$ cat config.mk
export PLATFORM = sky130hd
export DESIGN_NAME = vga_scan_ctrl_flat
export DESIGN_NICKNAME = d
export VERILOG_FILES = /design/src/rtl/vga_scan_ctrl_if.sv /design/src/rtl/vga_scan_ctrl.sv /design/src/flat_wrapper.sv
export SDC_FILE = /design/constraint.sdc
export NUM_CORES = 1
export LEC_CHECK = 0
export CAP_MARGIN = 10
export CORE_MARGIN = 3
export CORE_UTILIZATION = 53
export DETAILED_ROUTE_END_ITERATION = 8
export PLACE_DENSITY_LB_ADDON = 0.15
export SLEW_MARGIN = 20
export SYNTH_ARGS = -nofsm -noshare
export SYNTH_HDL_FRONTEND = slang
export SYNTH_SLANG_ARGS = --single-unit
$ cat constraint.sdc
create_clock -name clk -period 2.85 [get_ports clk]
set_clock_uncertainty 0.2 [all_clocks]
set_input_delay 0.57 -clock clk [delete_from_list [all_inputs] [get_ports clk]]
set_output_delay 0.57 -clock clk [all_outputs]
set_load 0.02 [all_outputs]
$ cat src/rtl/vga_scan_ctrl_if.sv
// Framebuffer read bus between the VGA scan controller and the framebuffer memory.
//   fb_rd_en : one-clk read strobe, issued by the scan controller
//   fb_addr  : framebuffer word address, issued by the scan controller
//   fb_data  : read data, returned by the memory a fixed number of pixel ticks later
// The master modport is the scan controller; the slave modport is the memory.
interface vga_scan_ctrl_if #(
  parameter int ADDR_W = 20,
  parameter int PIX_W  = 8
);
  logic              fb_rd_en;
  logic [ADDR_W-1:0] fb_addr;
  logic [PIX_W-1:0]  fb_data;

  modport master (output fb_rd_en, output fb_addr, input fb_data);
  modport slave  (input fb_rd_en, input fb_addr, output fb_data);
endinterface

$ cat src/rtl/vga_scan_ctrl.sv
// VGA scan controller: divides clk into a pixel tick and generates H/V timing,
// framebuffer read addresses (double-buffered, the buffer is chosen at frame
// boundaries only), and colour expansion to the 8-bit-per-channel DAC.
// Sync and blank are delayed by MEM_LAT ticks so they line up with read data.
// Ports:
//   clk, reset (sync, active-low)   switch : async buffer select request
//   fb (master)  : framebuffer read bus (fb_rd_en, fb_addr, fb_data)
//   frame_start  : one-clk pulse on the last tick of every frame
//   fb_sel       : buffer currently scanned
//   vgaclk, hsync, vsync, sync_b, blank_b, red, green, blue : DAC pins
module vga_scan_ctrl #(
  parameter int H_ACT      = 640,
  parameter int H_FP       = 16,
  parameter int H_SYNC     = 96,
  parameter int H_BP       = 48,
  parameter int V_ACT      = 480,
  parameter int V_FP       = 10,
  parameter int V_SYNC     = 2,
  parameter int V_BP       = 33,
  parameter bit H_POL      = 1'b0,
  parameter bit V_POL      = 1'b0,
  parameter int CLK_DIV    = 2,
  parameter int MEM_LAT    = 1,
  parameter int COLOR_MODE = 1,
  parameter int PIX_W      = 8,
  parameter int ADDR_W     = 20
) (
  input  logic                   clk,
  input  logic                   reset,
  input  logic                   switch,
  vga_scan_ctrl_if.master        fb,
  output logic                   frame_start,
  output logic                   fb_sel,
  output logic                   vgaclk,
  output logic                   hsync,
  output logic                   vsync,
  output logic                   sync_b,
  output logic                   blank_b,
  output logic [7:0]             red,
  output logic [7:0]             green,
  output logic [7:0]             blue
);
  localparam int H_TOTAL = H_ACT + H_FP + H_SYNC + H_BP;
  localparam int V_TOTAL = V_ACT + V_FP + V_SYNC + V_BP;
  localparam int HC_W    = $clog2(H_TOTAL);
  localparam int VC_W    = $clog2(V_TOTAL);
  localparam int DIV_W   = $clog2(CLK_DIV);
  localparam logic [ADDR_W-1:0] BUF1_BASE = ADDR_W'(H_ACT * V_ACT);

  logic [DIV_W-1:0]   div_q, div_d;
  logic [HC_W-1:0]    hcnt_q, hcnt_d;
  logic [VC_W-1:0]    vcnt_q, vcnt_d;
  logic [ADDR_W-1:0]  lin_q, lin_d;
  logic [ADDR_W-1:0]  fb_addr_q, fb_addr_d;
  logic               fb_rd_en_q, fb_rd_en_d;
  logic               frame_start_q, frame_start_d;
  logic               fb_sel_q, fb_sel_d;
  logic               vgaclk_q, vgaclk_d;
  logic               sw_meta_q, sw_sync_q;
  logic [MEM_LAT-1:0] act_pipe_q, act_pipe_d;
  logic [MEM_LAT-1:0] hs_pipe_q, hs_pipe_d;
  logic [MEM_LAT-1:0] vs_pipe_q, vs_pipe_d;
  logic               blank_q, blank_d;
  logic               hsync_q, hsync_d;
  logic               vsync_q, vsync_d;
  logic [23:0]        rgb_q, rgb_d;

  logic               tick_s, pre_tick_s, last_h_s, last_v_s;
  logic               act0_s, hs0_s, vs0_s;
  logic [PIX_W-1:0]   pix_raw_s;

  // Maps one framebuffer word to 24-bit RGB; narrower words arrive zero-extended.
  function automatic logic [23:0] expand_color(input logic [23:0] px);
    logic [23:0] rgb;
    case (COLOR_MODE)
      32'd0:   rgb = {px[7:0], px[7:0], px[7:0]};
      32'd1:   rgb = {px[7:5], px[7:5], px[7:6],
                      px[4:2], px[4:2], px[4:3],
                      {4{px[1:0]}}};
      32'd2:   rgb = px[23:0];
      default: rgb = 24'h00_0000;
    endcase
    return rgb;
  endfunction

  assign tick_s     = (div_q == DIV_W'(CLK_DIV - 1));
  // Registered strobes are computed one clk early so they sit exactly on the tick clk.
  assign pre_tick_s = (div_q == DIV_W'(CLK_DIV - 2));
  assign last_h_s   = (hcnt_q == HC_W'(H_TOTAL - 1));
  assign last_v_s   = (vcnt_q == VC_W'(V_TOTAL - 1));
  assign act0_s     = (hcnt_q < HC_W'(H_ACT)) && (vcnt_q < VC_W'(V_ACT));
  assign hs0_s      = (hcnt_q >= HC_W'(H_ACT + H_FP)) &&
                      (hcnt_q <= HC_W'(H_ACT + H_FP + H_SYNC - 1));
  assign vs0_s      = (vcnt_q >= VC_W'(V_ACT + V_FP)) &&
                      (vcnt_q <= VC_W'(V_ACT + V_FP + V_SYNC - 1));
  assign pix_raw_s  = fb.fb_data;

  // Next-state logic for the divider, scan counters, read strobe and output pipe.
  always_comb begin
    div_d         = div_q;
    hcnt_d        = hcnt_q;
    vcnt_d        = vcnt_q;
    lin_d         = lin_q;
    fb_sel_d      = fb_sel_q;
    act_pipe_d    = act_pipe_q;
    hs_pipe_d     = hs_pipe_q;
    vs_pipe_d     = vs_pipe_q;
    blank_d       = blank_q;
    hsync_d       = hsync_q;
    vsync_d       = vsync_q;
    rgb_d         = rgb_q;
    fb_rd_en_d    = pre_tick_s && act0_s;
    frame_start_d = pre_tick_s && last_h_s && last_v_s;
    fb_addr_d     = fb_addr_q;

    if (fb_rd_en_d) begin
      fb_addr_d = (fb_sel_q ? BUF1_BASE : {ADDR_W{1'b0}}) + lin_q;
    end else begin
      fb_addr_d = fb_addr_q;
    end

    if (tick_s) begin
      div_d = {DIV_W{1'b0}};
      if (last_h_s) begin
        hcnt_d = {HC_W{1'b0}};
        vcnt_d = last_v_s ? {VC_W{1'b0}} : vcnt_q + VC_W'(1);
      end else begin
        hcnt_d = hcnt_q + HC_W'(1);
        vcnt_d = vcnt_q;
      end
      // Buffer choice and the linear address restart together at the frame edge.
      if (last_h_s && last_v_s) begin
        lin_d    = {ADDR_W{1'b0}};
        fb_sel_d = sw_sync_q;
      end else if (act0_s) begin
        lin_d    = lin_q + ADDR_W'(1);
        fb_sel_d = fb_sel_q;
      end else begin
        lin_d    = lin_q;
        fb_sel_d = fb_sel_q;
      end
      // Oldest pipe stage meets the data read MEM_LAT ticks ago.
      blank_d    = act_pipe_q[MEM_LAT-1];
      hsync_d    = hs_pipe_q[MEM_LAT-1] ? H_POL : ~H_POL;
      vsync_d    = vs_pipe_q[MEM_LAT-1] ? V_POL : ~V_POL;
      rgb_d      = act_pipe_q[MEM_LAT-1] ? expand_color(24'(pix_raw_s)) : 24'h00_0000;
      act_pipe_d = MEM_LAT'({act_pipe_q, act0_s});
      hs_pipe_d  = MEM_LAT'({hs_pipe_q, hs0_s});
      vs_pipe_d  = MEM_LAT'({vs_pipe_q, vs0_s});
    end else begin
      div_d = div_q + DIV_W'(1);
    end

    vgaclk_d = (div_d >= DIV_W'(CLK_DIV / 2));
  end

  // State register with synchronous active-low reset, including the switch synchroniser.
  always_ff @(posedge clk) begin
    if (!reset) begin
      div_q         <= {DIV_W{1'b0}};
      hcnt_q        <= {HC_W{1'b0}};
      vcnt_q        <= {VC_W{1'b0}};
      lin_q         <= {ADDR_W{1'b0}};
      fb_addr_q     <= {ADDR_W{1'b0}};
      fb_rd_en_q    <= 1'b0;
      frame_start_q <= 1'b0;
      fb_sel_q      <= 1'b0;
      vgaclk_q      <= 1'b0;
      sw_meta_q     <= 1'b0;
      sw_sync_q     <= 1'b0;
      act_pipe_q    <= {MEM_LAT{1'b0}};
      hs_pipe_q     <= {MEM_LAT{1'b0}};
      vs_pipe_q     <= {MEM_LAT{1'b0}};
      blank_q       <= 1'b0;
      hsync_q       <= ~H_POL;
      vsync_q       <= ~V_POL;
      rgb_q         <= 24'h00_0000;
    end else begin
      div_q         <= div_d;
      hcnt_q        <= hcnt_d;
      vcnt_q        <= vcnt_d;
      lin_q         <= lin_d;
      fb_addr_q     <= fb_addr_d;
      fb_rd_en_q    <= fb_rd_en_d;
      frame_start_q <= frame_start_d;
      fb_sel_q      <= fb_sel_d;
      vgaclk_q      <= vgaclk_d;
      sw_meta_q     <= switch;
      sw_sync_q     <= sw_meta_q;
      act_pipe_q    <= act_pipe_d;
      hs_pipe_q     <= hs_pipe_d;
      vs_pipe_q     <= vs_pipe_d;
      blank_q       <= blank_d;
      hsync_q       <= hsync_d;
      vsync_q       <= vsync_d;
      rgb_q         <= rgb_d;
    end
  end

  assign fb.fb_rd_en  = fb_rd_en_q;
  assign fb.fb_addr   = fb_addr_q;
  assign frame_start  = frame_start_q;
  assign fb_sel       = fb_sel_q;
  assign vgaclk       = vgaclk_q;
  assign hsync        = hsync_q;
  assign vsync        = vsync_q;
  assign sync_b       = 1'b0;
  assign blank_b      = blank_q;
  assign red          = rgb_q[23:16];
  assign green        = rgb_q[15:8];
  assign blue         = rgb_q[7:0];
endmodule

$ cat src/flat_wrapper.sv
// flat-port wrapper written by rule: the top's interface ports become plain ports
module vga_scan_ctrl_flat 
#(
  parameter int H_ACT      = 640,
  parameter int H_FP       = 16,
  parameter int H_SYNC     = 96,
  parameter int H_BP       = 48,
  parameter int V_ACT      = 480,
  parameter int V_FP       = 10,
  parameter int V_SYNC     = 2,
  parameter int V_BP       = 33,
  parameter bit H_POL      = 1'b0,
  parameter bit V_POL      = 1'b0,
  parameter int CLK_DIV    = 2,
  parameter int MEM_LAT    = 1,
  parameter int COLOR_MODE = 1,
  parameter int PIX_W      = 8,
  parameter int ADDR_W     = 20
)
  (clk, reset, switch, frame_start, fb_sel, vgaclk, hsync, vsync, sync_b, blank_b, red, green, blue, fb_fb_rd_en, fb_fb_addr, fb_fb_data);
  vga_scan_ctrl_if #(.ADDR_W(ADDR_W), .PIX_W(PIX_W)) fb_i ();
  input  logic clk;
  input  logic reset;
  input  logic switch;
  output logic frame_start;
  output logic fb_sel;
  output logic vgaclk;
  output logic hsync;
  output logic vsync;
  output logic sync_b;
  output logic blank_b;
  output logic [7:0] red;
  output logic [7:0] green;
  output logic [7:0] blue;
  output wire logic [$bits(fb_i.fb_rd_en)-1:0] fb_fb_rd_en;
  output wire logic [$bits(fb_i.fb_addr)-1:0] fb_fb_addr;
  input wire logic [$bits(fb_i.fb_data)-1:0] fb_fb_data;
  assign fb_fb_rd_en = fb_i.fb_rd_en;
  assign fb_fb_addr = fb_i.fb_addr;
  assign fb_i.fb_data = fb_fb_data;
  vga_scan_ctrl #(.H_ACT(H_ACT), .H_FP(H_FP), .H_SYNC(H_SYNC), .H_BP(H_BP), .V_ACT(V_ACT), .V_FP(V_FP), .V_SYNC(V_SYNC), .V_BP(V_BP), .H_POL(H_POL), .V_POL(V_POL), .CLK_DIV(CLK_DIV), .MEM_LAT(MEM_LAT), .COLOR_MODE(COLOR_MODE), .PIX_W(PIX_W), .ADDR_W(ADDR_W)) u_core (.clk(clk), .reset(reset), .switch(switch), .fb(fb_i), .frame_start(frame_start), .fb_sel(fb_sel), .vgaclk(vgaclk), .hsync(hsync), .vsync(vsync), .sync_b(sync_b), .blank_b(blank_b), .red(red), .green(green), .blue(blue));
endmodule
==> results of run 1 <==
## kinds of logic after synthesis
| kind of cell | synth area share |
|---|---|
| AOI/OAI and AO/OA | 0.148 |
| adders and majority gates | 0.0386 |
| buffers and inverters | 0.0672 |
| DFF | 0.426 |
| xor gates and xnor gates | 0.0582 |
| other | 0.000997 |
| and+or+nand+nor | 0.261 |
## where the power goes
part           internal (mW)  switching, mW
logic                 0.0701         0.0922
clock network          0.543          0.408
registers               1.13         0.0131
total                   1.75          0.513
## through the flow
stage | hold WS, ps | util | worst slack [ps] | cells
2_1_floorplan | 212 | - | 542 | 437
3_3_place_gp | 216 | 0.638 | 525 | 566
3_5_place_dp | 218 | 0.638 | 441 | 566
4_1_cts | 235 | 0.671 | 425 | 582
5_1_grt | 267 | 0.671 | 112 | 582
6_report | 232 | 0.671 | 401 | 582
## area by class of cell
| type | instances | area [um2] | share of cell area |
|---|---|---|---|
| clock buffer | 12 | 155 | 0.0338 |
| clock inverter | 4 | 76.3 | 0.0166 |
| inverter | 11 | 41.3 | 0.00900 |
| multi-input combinational | 308 | 1910 | 0.417 |
| sequential | 80 | 1600 | 0.349 |
| tap | 96 | 120 | 0.0262 |
| timing repair buffer | 71 | 681 | 0.148 |
## registers in the layout, summed over array words and instances (netlist names), 8 cells and up
| signal | cells |
|---|---|
| u_core.lin_q | 20 |
| u_core.fb.fb_addr | 20 |
| u_core.rgb_q | 8 |
| u_core.hcnt_q | 10 |
| u_core.vcnt_q | 10 |
## worst min-delay path by stage
| stage | from | end | depth (start not counted) |
|---|---|---|---|
| 2_1_floorplan | u_core.sw_meta_q | u_core.sw_sync_q | 1 |
| 3_3_place_gp | u_core.sw_meta_q | u_core.sw_sync_q | 1 |
| 3_5_place_dp | u_core.sw_meta_q | u_core.sw_sync_q | 1 |
| 4_1_cts | u_core.sw_meta_q | u_core.sw_sync_q | 1 |
| 5_1_grt | u_core.sw_meta_q | u_core.sw_sync_q | 1 |
| 6_report | u_core.sw_meta_q | u_core.sw_sync_q | 1 |
## placed cells by master, fill, tap and decap left out, types with 3 or more instances in the layout
cell and count:
clkbuf_8 11, or3_1 3, nor4_1 3, nand4_1 16, nor3_1 6, a21boi_0 19, a31oi_1 4, inv_1 10
o211a_1 3, nand2_1 63, dfxtp_1 80, and2_1 10, clkdlybuf4s50_1 60, xor2_1 15, a22oi_1 9, and4_1 7
buf_4 10, xnor2_1 10, and3_1 8, o21ai_0 11, nor2b_1 14, nand3_1 17, ha_1 10, a21oi_1 19
nor2_1 25
## per-layer routing
metal	vias up	global-route usage	wire [um]
met5	-	0	0
met4	0	0.0804	115
met3	9	0.0385	389
met2	82	0.333	3690
met1	1500	0.279	3870
li1	1603	-	-
==> flow_metrics.py, run 1 <==
metrics = {
    "run_status": {
        "outcome": "finished, final reports clean",
    },
    "logic_synthesis": {
        "syn_area_um2": 3760,
        "ys_seq_area_frac": 0.426,
        "yosys.area.top_type": "dfxtp_1",
        "syn_inst": 437,
        "ys_seq_elements": 80,
        "ys.flop_type": "dfxtp_1",
        "syn_area_per_cell_um2": 8.60,
        "ys_types": 51,
        "synth_top_area_frac": 0.426,
        "synth-edff-count": 0,
        "synthArstFlopShare": 0,
        "synth.most_common_cell": "dfxtp_1",
        "yosys_warnings": 0,
        "synthTopCellsByCount": "dfxtp_1 (80), nand2_1 (63), nor2_1 (25)",
        "synthTopCellsByArea": "dfxtp_1 (43%), nand2_1 (6.3%), a21boi_0 (3.8%)",
        "syn-num-nets": 459,
    },
    "sta": {
        "period_share": 0.859,
        "hold_viol": 0,
        "worst_pin_slew_ps": 777,
        "slew_viol_final": 0,
        "relSlewSlack": 0.482,
        "clock.fmax_ghz": 0.408,
        "period_minus_slack_ps": 2450,
        "setup-tns-final_ps": 0,
        "setup_viol_count_final": 0,
        "grt_setup_unrepaired": "no",
    },
    "floorplanning": {
        "die_h_um": 90.2,
        "dieArea_um2": 8140,
        "core_um2": 6830,
        "rows": 30,
        "io_pins": 63,
        "die_w_um": 90.2,
        "start_util": 0.550,
    },
    "route": {
        "dr.pass1.iters": 4,
        "drt_iter0_drc": 229,
        "drc": 0,
        "ant_nets": 0,
        "via_per_inst": 5.49,
        "vias": 3194,
        "wirelength_mm": 8.07,
        "post_drt_wl_per_cell_um": 13.9,
    },
    "final_layout": {
        "design_area_um2": 4590,
        "drive_gt1_frac": 0.0679,
        "fill_cells": 605,
        "final_nets": 503,
        "syn_to_final_growth_pct": 22.0,
        "diodes": 0,
    },
    "worst_setup_path": {
        "setup.worst_path.start": "u_core.hcnt_q[0]",
        "crit_cells": 6,
        "path_class": "register to register",
        "r2r_start": "u_core.hcnt_q[0]",
        "required_ps": 2900,
        "rr_worst_depth": 6,
        "crit_chain": "ha_1 > and3_1 > nand4_1 > o21ai_1 > o211ai_1 > and3b_1",
        "slowest_stage": "o21ai_1",
        "crit_path_start_kind": "register",
        "crit_arrival_ps": 2500,
        "cp_num_buf_inv": 0,
        "path_delay_family": "simple AND/OR/NAND/NOR gates",
        "reg2reg_to": "u_core.lin_q[16]",
        "endpoint": "u_core.lin_q[16]",
        "worstPathMaxFanout": 7,
        "slowest_delay_ps": 590,
        "endpoint_kind": "register",
        "reg2reg_slack_ps": 400,
    },
    "power": {
        "leakagePower_nw": 1.67,
        "totalPowerFinal_mw": 2.26,
        "vdd_drop_max_uv": 358,
        "p_per_area_nw_per_um2": 493,
    },
    "global_route": {
        "grt_pass1_wl_mm": 14.3,
        "grt_pass1_vias": 3048,
        "track_usage": 0.208,
        "antenna_found_initial": 0,
        "grt_max_degree": 27,
        "gr-total-overflow": 0,
    },
    "placed_design": {
        "io_buffer_count": 61,
        "post-dp-hpwl_mm": 5.72,
        "place_area_um2": 4360,
        "gp_congestion": 0.846,
    },
    "run": {
        "maxCapViolations": 0,
    },
    "clocking": {
        "h-tree-depth": 3,
        "root_buffer": "clkbuf_8",
        "clock_sinks": 80,
        "cts_max_path_buffers": 2,
        "cts_setup_buffers": 0,
        "postCtsHoldBufs": 0,
        "clk_latency_ps": 350,
        "cts_buffers": 9,
        "tritoncts": "done",
        "cts_resized": 0,
        "clk_pin_slew_ps": 90,
    },
    "hold_path": {
        "min_path_type": "register to register",
    },
}
(Power assumes the default switching activity.)
==> run 2, diff against run 1 <==
--- a/config.mk
+++ b/config.mk
@@ -14,3 +14,4 @@
 export SYNTH_ARGS = -nofsm -noshare
 export SYNTH_HDL_FRONTEND = slang
 export SYNTH_SLANG_ARGS = --single-unit
+export TNS_END_PERCENT = 50
==> results of run 2 <==
Final layout, timing and power as in run 1 (identical DEF).
==> run 3, diff against run 2 <==
==> constraint.sdc (replaced) <==
create_clock -name clk -period 2.85 [get_ports clk]
set_clock_uncertainty 0.2 [all_clocks]
set_input_delay 0.285 -clock clk [delete_from_list [all_inputs] [get_ports clk]]
set_output_delay 0.285 -clock clk [all_outputs]
set_load 0.02 [all_outputs]
==> run 3 against run 2 <==
Compared with the run above:
- die area stayed put
- critical path type unchanged
- largest power group unchanged
- clock power is 5.5% lower
- sequential share of layout area is 0.14 points higher
==> flow_metrics.py, run 3 (same netlist as run 1, synthesis figures left out) <==
metrics = {
    "global_route": {
        "antenna_found_initial": 0,
        "track_usage": 0.203,
        "grt_max_degree": 27,
        "grt_pass1_vias": 2974,
        "gr-total-overflow": 0,
        "grt_pass1_wl_mm": 13.7,
    },
    "final_layout": {
        "multi_input_comb_area_um2": 1910,
        "final_cell_mix": "dfxtp_1 (80), nand2_1 (63), clkdlybuf4s50_1 (60)",
        "final_nets": 503,
        "final_core_util": 0.669,
        "design_area_um2": 4570,
        "final_common_cell": "dfxtp_1",
        "final_cell_count_no_fill": 582,
        "syn_to_final_growth_pct": 21.5,
        "regArea_um2": 1600,
        "drive_gt1_frac": 0.0658,
        "fill_cells": 596,
        "diodes": 0,
    },
    "sta": {
        "relSlewSlack": 0.490,
        "grt_setup_unrepaired": "no",
        "setup_ws_ps": 404,
        "period_minus_slack_ps": 2450,
        "clock.fmax_ghz": 0.409,
        "hold_viol": 0,
        "setup-tns-final_ps": 0,
        "worst_pin_slew_ps": 765,
        "setup_viol_count_final": 0,
        "slew_viol_final": 0,
        "period_share": 0.858,
        "hold_ws_ps": 182,
    },
    "floorplanning": {
        "dieArea_um2": 8140,
        "start_util": 0.550,
        "core_um2": 6830,
        "io_pins": 63,
        "die_h_um": 90.2,
        "rows": 30,
        "die_w_um": 90.2,
    },
    "route": {
        "vias": 3178,
        "wirelength_mm": 7.95,
        "dr.pass1.iters": 4,
        "drt_iter0_drc": 208,
        "via_per_inst": 5.46,
        "drc": 0,
        "ant_nets": 0,
        "post_drt_wl_per_cell_um": 13.7,
    },
    "worst_setup_path": {
        "crit_chain": "ha_1 > and3_1 > nand4_1 > o21ai_1 > nand3_1 > o22ai_1",
        "path_class": "register to register",
        "worstPathMaxFanout": 7,
        "endpoint_kind": "register",
        "rr_worst_depth": 6,
        "slowest_stage": "o21ai_1",
        "crit_path_start_kind": "register",
        "slowest_delay_ps": 570,
        "crit_arrival_ps": 2530,
        "required_ps": 2940,
    },
    "power": {
        "vdd_drop_max_uv": 236,
        "leakagePower_nw": 1.67,
        "p_per_area_nw_per_um2": 483,
        "totalPowerFinal_mw": 2.21,
    },
    "placed_design": {
        "post-dp-hpwl_mm": 5.54,
        "place_area_um2": 4360,
        "io_buffer_count": 61,
        "detailedPlace.worstSlack_ps": 451,
        "gp_congestion": 0.889,
        "dp_cells": 566,
    },
    "clocking": {
        "cts_resized": 0,
        "postCtsHoldBufs": 0,
        "root_buffer": "clkbuf_8",
        "clk_latency_ps": 360,
        "cts_max_path_buffers": 2,
        "h-tree-depth": 3,
        "cts_buffers": 9,
        "clk_pin_slew_ps": 90,
        "cts_setup_buffers": 0,
        "tritoncts": "done",
        "clock_sinks": 80,
    },
    "run": {
        "maxCapViolations": 0,
    },
    "run_status": {
        "outcome": "finished, final reports clean",
    },
    "hold_path": {
        "worstHoldPathCells": 2,
        "min_path_type": "input pin to register",
    },
}
==> run 3: changes by cell type in the layout (fill, tap and decap cells not counted), sizes merged <==
cell,change
clkbuf,-1
clkinv,+1
==> run 3: final timing paths <==
check                         from                     to  slack, ps
hold / removal               reset  u_core.fb.fb_addr[15]        180
setup reg to reg  u_core.hcnt_q[0]       u_core.lin_q[10]        400
setup / recovery  u_core.hcnt_q[0]       u_core.lin_q[10]        400
hold reg to reg   u_core.sw_meta_q       u_core.sw_sync_q        240
==> run 3: worst max-delay path, delay by kind of cell (launching register included) <==
family                   cells  cell delay (ps)
AND/OR/NAND/NOR              3              770
flip-flops                   1              390
adder cells (fa/ha/maj)      1              250
AO/OA/AOI/OAI                2              770
==> run 3: cell type report <==
type | instances | area share
multi-input cells | 308 | 0.419
repair buffers | 71 | 0.149
inverters | 11 | 0.00904
flip-flops and latches | 80 | 0.351
clock inverters | 5 | 0.0178
clock buffers | 11 | 0.0288
well taps | 96 | 0.0263
==> run 3: power breakdown <==
part	switching (mW)	internal (mW)
Clock	0.405	0.494
Combinational	0.0921	0.0701
Sequential	0.0125	1.13
==> run 3: per-layer routing <==
layer,GRT usage,wire [um],vias up
met5,0,0,-
met4,0.101,127,0
met3,0.0402,397,13
met2,0.318,3550,86
met1,0.266,3880,1481
li1,-,-,1598
